### src/rtl/reverse_pkg.sv
// Shared definitions for the reverse-engine arbiter: the packet terminator
// byte and the arbiter FSM state type.
package reverse_pkg;

  localparam logic [7:0] TERM_BYTE = 8'hFF;

  typedef enum logic [1:0] {
    ST_IDLE  = 2'd0,
    ST_FEED  = 2'd1,
    ST_DRAIN = 2'd2
  } arb_state_e;

endpackage

### src/rtl/rr_arb2.sv
// Two-way round-robin grant. When both requesters ask, the one that was not
// granted last wins; a lone requester always wins.
module rr_arb2 (
  input  logic req0,
  input  logic req1,
  input  logic last_grant,
  output logic grant_valid,
  output logic grant
);

  // Pure combinational pick; the caller registers the winner.
  always_comb begin
    grant_valid = req0 | req1;
    if (req0 && req1) begin
      grant = ~last_grant;
    end else begin
      grant = req1;
    end
  end

endmodule

### src/rtl/reverse_arb.sv
// Arbiter sharing one byte-reversing engine between two requesters.
// A granted packet is streamed into the engine (FEED), then the reversed
// bytes are passed to the consumer (DRAIN) before the next arbitration.
// Optional build macro: REVERSE_ARB_TIMEOUT_EN enables a mid-packet stall
// watchdog that terminates a packet after TIMEOUT idle FEED cycles.
//
// Handshake semantics (all ports): a byte moves on a cycle where valid and
// ready are both high at the rising clock edge; valid never waits on ready,
// and the sender holds data stable until the transfer happens.
module reverse_arb #(
  parameter int MAX_LEN = 16,
  parameter int TIMEOUT = 64
) (
  input  logic       clk,
  input  logic       rst,
  input  logic [7:0] req0_data,
  input  logic       req0_valid,
  output logic       req0_ready,
  input  logic [7:0] req1_data,
  input  logic       req1_valid,
  output logic       req1_ready,
  output logic [7:0] eng_din,
  output logic       eng_din_valid,
  input  logic [7:0] eng_dout,
  input  logic       eng_ena,
  output logic       eng_rdy,
  output logic [7:0] out_data,
  output logic       out_valid,
  output logic       out_src,
  input  logic       out_rdy,
  output logic [1:0] dbg_state
);

  import reverse_pkg::*;

  localparam int            CW      = $clog2(MAX_LEN + 1);
  localparam logic [CW-1:0] CNT_MAX = CW'(MAX_LEN);
  localparam logic [CW-1:0] CNT_ONE = CW'(1);

  arb_state_e    state;
  logic [CW-1:0] cnt;
  logic          owner;
  logic          last_grant;
  logic          grant_valid;
  logic          grant;
  logic          g_valid;
  logic [7:0]    g_data;
  logic          stall_hit;
  logic          inject;
  logic          feed_open;
  logic          accept;
  logic          drain_hs;

  rr_arb2 u_rr (
    .req0        (req0_valid),
    .req1        (req1_valid),
    .last_grant  (last_grant),
    .grant_valid (grant_valid),
    .grant       (grant)
  );

  // Select the granted requester's stream.
  always_comb begin
    g_valid = owner ? req1_valid : req0_valid;
    g_data  = owner ? req1_data  : req0_data;
  end

`ifdef REVERSE_ARB_TIMEOUT_EN
  localparam int            SW       = $clog2(TIMEOUT + 1);
  localparam logic [SW-1:0] STALL_MX = SW'(TIMEOUT);

  logic [SW-1:0] stall;

  // Count consecutive FEED cycles without an accepted byte.
  always_ff @(posedge clk) begin
    if (rst || (state != ST_FEED) || accept) begin
      stall <= '0;
    end else if (!stall_hit) begin
      stall <= stall + 1'b1;
    end
  end

  assign stall_hit = (stall == STALL_MX);
`else
  // Watchdog compiled out: FEED waits for the requester forever.
  assign stall_hit = (TIMEOUT < 0);
`endif

  // A terminator is forced into the engine on length overflow or stall.
  always_comb begin
    inject    = (state == ST_FEED) && ((cnt == CNT_MAX) || stall_hit);
    feed_open = (state == ST_FEED) && !inject;
    accept    = feed_open && g_valid;
    drain_hs  = (state == ST_DRAIN) && eng_ena && out_rdy;
  end

  // Port drive: zero-latency pass-through into and out of the engine.
  always_comb begin
    req0_ready    = feed_open && !owner;
    req1_ready    = feed_open && owner;
    eng_din_valid = inject || accept;
    if (inject) begin
      eng_din = TERM_BYTE;
    end else if (accept) begin
      eng_din = g_data;
    end else begin
      eng_din = 8'h00;
    end
    eng_rdy   = (state == ST_DRAIN) ? out_rdy : 1'b0;
    out_data  = eng_dout;
    out_valid = (state == ST_DRAIN) && eng_ena;
    out_src   = owner;
    dbg_state = state;
  end

  // Arbitration / feed / drain sequencing with the packet byte counter.
  always_ff @(posedge clk) begin
    if (rst) begin
      state      <= ST_IDLE;
      cnt        <= '0;
      owner      <= 1'b0;
      last_grant <= 1'b1;
    end else begin
      case (state)
        ST_IDLE: begin
          if (grant_valid) begin
            owner <= grant;
            cnt   <= '0;
            state <= ST_FEED;
          end
        end
        ST_FEED: begin
          if (inject) begin
            state <= ST_DRAIN;
          end else if (accept) begin
            if (g_data == TERM_BYTE) begin
              state <= ST_DRAIN;
            end else begin
              cnt <= cnt + 1'b1;
            end
          end
        end
        ST_DRAIN: begin
          // An empty packet leaves immediately; otherwise count bytes out.
          if (cnt == '0) begin
            state      <= ST_IDLE;
            last_grant <= owner;
          end else if (drain_hs) begin
            cnt <= cnt - 1'b1;
            if (cnt == CNT_ONE) begin
              state      <= ST_IDLE;
              last_grant <= owner;
            end
          end
        end
        default: begin
          state <= ST_IDLE;
        end
      endcase
    end
  end

endmodule

### config.mk
export PLATFORM = sky130hd
export DESIGN_NAME = reverse_arb
export DESIGN_NICKNAME = d
export VERILOG_FILES = /design/src/rtl/reverse_pkg.sv /design/src/rtl/rr_arb2.sv /design/src/rtl/reverse_arb.sv
export SDC_FILE = /design/constraint.sdc
export NUM_CORES = 1
export LEC_CHECK = 0
export BUFFER_PORTS_ARGS = -buffer_cell sky130_fd_sc_hd__buf_2
export CORE_ASPECT_RATIO = 0.9
export CORE_MARGIN = 5
export CORE_UTILIZATION = 49
export CTS_CLUSTER_DIAMETER = 80
export DETAILED_ROUTE_END_ITERATION = 12
export PLACE_DENSITY_LB_ADDON = 0.2
export REMOVE_ABC_BUFFERS = 1
export SLEW_MARGIN = 20
export SYNTH_ARGS = -nofsm -noshare
export SYNTH_HDL_FRONTEND = slang
export SYNTH_SLANG_ARGS = --single-unit
### constraint.sdc
create_clock -name clk -period 2.77 [get_ports clk]
set_input_delay 0.277 -clock clk [delete_from_list [all_inputs] [get_ports clk]]
set_output_delay 0.277 -clock clk [all_outputs]
set_load 0.02 [all_outputs]
After elaboration in Yosys (flattened, before gate mapping)
Cells that the tools add are included.
{ "totals": {"regBits": 9, "inputBits": 30, "output_inout_bits": 24, "wordCells": 67} }
{ "op_classes": {"addsub": 2, "n_eq_ne": 15, "muxes": 24, "bitwise": 2, "n_reduce_logical": 20} }
{ "ops": {"columns": ["cell", "count"], "rows": [
  ["5-bit 2-to-1 mux", 6],
  ["8-bit 2-to-1 mux", 3],
  ["5-bit one-hot mux with 3 select lines", 1],
  ["2-bit 2-to-1 mux", 7],
  ["2-bit inequality test (second input constant)", 6],
  ["8-bit equality test (second input constant)", 1],
  ["1-bit logical AND", 8],
  ["7-bit AND reduction", 1],
  ["1-bit 2-to-1 mux", 6],
  ["3-bit by 2-bit inequality test with 1-bit output (second input constant)", 2],
  ["2-bit one-hot mux with 3 select lines", 1],
  ["5-bit by 1-bit adder with 5-bit output (second input constant)", 1],
  ["5-bit by 1-bit equality test with 1-bit output (second input constant)", 1],
  ["5-bit equality test (second input constant)", 1],
  ["5-bit zero test", 1],
  ["5-bit AND reduction", 1],
  ["5-bit by 1-bit subtractor with 5-bit output (second input constant)", 1],
  ["2-bit nonzero test", 2],
  ["3-bit by 1-bit inequality test with 1-bit output (second input constant)", 1],
  ["3-bit inequality test (second input constant)", 1],
  ["3-bit AND reduction", 1],
  ["3-bit nonzero test", 1],
  ["2-bit by 1-bit equality test with 1-bit output (second input constant)", 1],
  ["2-bit equality test (second input constant)", 1],
  ["other kinds (6)", 7]
]} }

Logic depth before layout (Yosys ltp)
{ "logic_depth": {"ltp_word": 8, "depth_mapped": 8, "depth_no_buf": 7} }

Modules after synthesis
From an unflattened synthesis, not the netlist that was laid out.
{ "hier_totals": {"hier_cells": 142, "area_unflattened_um2": 1069.8} }
{ "modules_own_cells": {"columns": ["mod", "n_inst", "cells_per_inst", "area_each_um2", "seq_area_each_um2"], "rows": [
  ["reverse_arb", 1, 140, 1056.0, 180.2],
  ["rr_arb2", 1, 2, 13.8, 0.0]
]} }

Worst setup path after synthesis
OpenSTA, ideal clock, no wires.
{ "synth_timing": {"kind": "register to output", "from": "register state[0], in the netlist dbg_state[0]", "to": "output eng_din[2]", "arrival_ps": 1647, "setup_slack_ps": 846, "stages_incl_launch_ff": 5, "n_path_buf": 1, "cell_sequence": "dfxtp_1 > ha_1 > clkbuf_1 > nand2_1 > a31oi_1"} }
{ "synth_between": {"elab_chain_len": 7} }
{ "synth_rtl": {"columns": ["element", "line_no", "source"], "rows": [
  ["from (decl)", "reverse_arb.sv:40", "arb_state_e state;"],
  ["from (signal assigned)", "reverse_arb.sv:119", "state <= ST_IDLE;"],
  ["from (signal assigned)", "reverse_arb.sv:129", "state <= ST_FEED;"],
  ["from (signal assigned)", "reverse_arb.sv:134", "state <= ST_DRAIN;"],
  ["2-bit by 1-bit equality test with 1-bit output (*)", "reverse_arb.sv:91, reverse_arb.sv:92", null],
  ["1-bit logical AND", "reverse_arb.sv:91", "inject = (state == ST_FEED) && ((cnt == CNT_MAX) || stall_hit);"],
  ["1-bit zero test", "reverse_arb.sv:92", "feed_open = (state == ST_FEED) && !inject;"],
  ["1-bit logical AND", "reverse_arb.sv:92", null],
  ["1-bit logical AND", "reverse_arb.sv:93", "accept = feed_open && g_valid;"],
  ["8-bit 2-to-1 mux", "reverse_arb.sv:104", "end else if (accept) begin"],
  ["8-bit 2-to-1 mux (*)", "reverse_arb.sv:102", "if (inject) begin"],
  ["to (decl)", "reverse_arb.sv:22", "output logic [7:0] eng_din,"]
]} }
Mark *: on every way between the ends. The rest lies on a longest branch, timed or not.

Final worst setup path
{ "layout_timing": {"from": "register cnt[0]", "to": "output eng_din[2]"} }
{ "layout_between": {"elab_chain_len": 7} }
{ "layout_rtl": {"columns": ["element", "line_no", "source"], "rows": [
  ["from (decl)", "reverse_arb.sv:41", "logic [CW-1:0] cnt;"],
  ["from (signal assigned)", "reverse_arb.sv:139", "cnt <= cnt + 1'b1;"],
  ["from (signal assigned)", "reverse_arb.sv:149", "cnt <= cnt - 1'b1;"],
  ["5-bit equality test (*)", "reverse_arb.sv:91", null],
  ["1-bit logical AND (*)", "reverse_arb.sv:91", null],
  ["1-bit zero test", "reverse_arb.sv:92", null],
  ["1-bit logical AND", "reverse_arb.sv:92", null],
  ["1-bit logical AND", "reverse_arb.sv:93", null],
  ["8-bit 2-to-1 mux", "reverse_arb.sv:104", null],
  ["8-bit 2-to-1 mux (*)", "reverse_arb.sv:102", null]
]} }
Marked as above.

==> metrics <==
Worst-path clk slew about 70 ps; antenna violations before repair 0; die area about 0.0032 mm^2; Min-Delay Path Class input pin to flip-flop; Seq. cell area 180 um^2; Detail Placement HPWL 2.27 mm; Critical Path AT approximately 2100 ps; Worst-Skew Late Latency 270 ps; post-DR vias/cell 5.80; Synth Instances 139; worst slew pin tran roughly 620 ps; Max Slew Vio Count 0; share of cells above drive strength 1 0.253; Max clock buf depth 2; critical path class flip-flop to primary output; setup bufs post-CTS 0; synthesized flop and latch total 9; family with the most delay on the worst path simple AND/OR/NAND/NOR gates; Hold Buf Count CTS 0; routed vias approximately 1.1k; first-pass detailed-route iteration total 4; count of buffer and inverter cells on the critical path 2; reg2reg setup slack between 700 and 800 ps; largest net degree at the start of global routing 17; endpoints failing hold 0; total gr overflow 0; status complete, no violations; Area Growth Syn to Fin 15.0%; worst-path fanout max 8; Crit. End Element primary output; leakage between 0.0005 and 0.0006 uW; register area share after synthesis 0.172; Netlist cell types 40; Synth Area in Adders 0.0955; Finished Cell Area 0.00121 mm^2; post-synthesis mux area share 0.0955; critical path required time around 2500 ps; fin nets ~200; Max Fclk between 0.4 and 0.5 GHz; Sw Share 0.498; Clock Power Share 0.130; Fin Setup TNS 0 ps; Final Cycle Share 0.859; Post-Syn Area between 0.001 and 0.0015 mm^2; Die Width a little under 60 um; CTS Buf Count 3; GP Congestion a little under 0.9; Post-synth EDFFs 0; cell chain of the critical path inv_1, ha_1, nor4bb_1, nand2_1, a31oi_1, buf_2; Simple-Gate Fraction of Synth Area 0.300; Core Area 0.00197 mm^2; Die Y-Extent about 54 um; slowest cell on the critical path nor4bb_1; post-route ant nets 0; number of global-route vias before repair about 1.1k; Synth warnings 0; largest family of logic cells by synthesized area simple AND/OR/NAND/NOR gates; I/O Buffers 37; Placed Area around 0.0012 mm^2; area of the multi-input gates between 700 and 800 um^2; Startpoint Class flip-flop; total of max-cap violations 0; Int Pwr 412 uW; site row count 15; Avg Inst Size Synth 7.54 um^2; skew final ~6.3 ps; Fillers approximately 190; number of setup violations in the final report 0; Min Clock Period, post-route 2380 ps; I/O Pins 54; unrepaired setup endpoints after global routing no; Initial Util 0.532; async set or reset register ratio after synthesis 0; DR iter-0 viols 40; Comb power frac 0.618; slew margin rel. 0.586; Sw Pwr around 410 uW; Crit path largest cell delay 440 ps; ys flop type dfxtp_1; worst vdd ir about 0.0004 V; WL/cell around 15 um; CTS tree done; post-CTS sizing 0; clock sinks 9; n_diodes 0; first-pass GRT wire length around 4.9 mm; Post-Synth XOR/XNOR Area 0.0167; drc violations 0; final WL about 2.9 mm; Power Density a little under 700 mW/mm^2; Synth Area in Compound Gates 0.211; gr usage total 0.201; htree depth 1; Flop pwr share 0.252; Root Driver clkbuf_4
==> layer usage <==
layer  wire length (um)  part of all wire  track usage  vias to the layer above
li1                   -                 -            -                      552
met1               1270              0.44        0.248                      511
met2               1340              0.47        0.336                       45
met3                268             0.093       0.0791                        0
met4                  0                 0       0.0340                        0
met5                  0                 0            0                        -
==> power groups by stage <==
stage	registers [uW]	clock network [uW]	logic, uW
floorplan	215	0	347
global placement	206	0	489
detailed placement	209	0	503
CTS	207	108	505
global route	214	113	567
finish	206	107	507
==> registers in the layout (all words and copies together) (netlist names) <==
| signal | count |
|---|---|
| last_grant | 1 |
| dbg_state | 2 |
| cnt | 5 |
| out_src | 1 |
==> stage by stage <==
stage / hold slack (ps) / std cells / setup WS (ps) / total power, uW / util
finish: 298 / 191 / 390 / 820 / 0.612
global route: 311 / 191 / 246 / 894 / 0.612
CTS: 295 / 191 / 407 / 819 / 0.612
detailed placement: 480 / 187 / 702 / 712 / 0.599
global placement: 471 / 187 / 748 / 694 / 0.599
floorplan: 346 / 125 / 861 / 562 / -
==> worst reg2reg max path, delay by kind of cell (launching register included) <==
kind,cells,cell delay (ps)
AO/OA/AOI/OAI,2,310
AND/OR/NAND/NOR,3,880
buffers and inverters,1,100
adder cells (fa/ha/maj),1,260
flip-flops,1,440
==> logic make-up after synthesis <==
group / Yosys count
buffers and inverters: 22
muxes: 10
xor gates and xnor gates: 2
DFF: 9
and+or+nand+nor: 56
AOI/OAI and AO/OA: 32
adders and majority gates: 8
==> cell type report <==
| type | instances | area share |
|---|---|---|
| Multi-Input combinational cell | 108 | 0.624 |
| Timing Repair Buffer | 37 | 0.154 |
| Sequential cell | 9 | 0.149 |
| Clock buffer | 4 | 0.0218 |
| Inverter | 8 | 0.0249 |
| Tap cell | 25 | 0.0259 |
==> worst paths after layout <==
check,from,endpoint,depth (start not counted)
min reg2reg,last_grant$_SDFFE_PP1P_,last_grant$_SDFFE_PP1P_,2
min,rst,cnt[0]$_SDFFE_PP0P_,2
max,cnt[0]$_SDFFE_PP0P_,eng_din[2],6
max reg2reg,cnt[0]$_SDFFE_PP0P_,cnt[0]$_SDFFE_PP0P_,7
==> Yosys cell counts, types with 2 or more instances <==
cell type	n	area, um^2
or2_1	4	25.0
ha_1	8	100
and2_1	2	12.5
a221oi_1	2	17.5
a22oi_1	2	15.0
o21ai_1	4	20.0
inv_1	8	30.0
and3_1	3	18.8
buf_4	8	60.1
nor3b_1	2	15.0
a21oi_1	8	40.0
o21ai_0	2	10.0
nand2_1	10	37.5
nand3_1	10	50.1
nand2b_1	9	56.3
buf_2	2	10.0
clkbuf_1	3	11.3
nor2_1	7	26.3
a31oi_1	4	25.0
mux2i_1	10	100
xor2_1	2	17.5
or4_1	3	22.5
dfxtp_1	9	180
==> layout by cell type, fill, tap and decap left out, types with 3 or more instances in the layout <==
cell type,instances
or4_1,3
a31oi_1,4
dfxtp_1,9
nor2_1,7
buf_2,37
mux2i_1,10
clkbuf_4,3
nand2_1,10
nand3_1,10
ha_1,8
a21oi_1,8
inv_1,8
and3_1,3
or2_1,4
o21ai_1,4
nand2b_1,9
No activity file was read; power rests on OpenSTA's default activity.
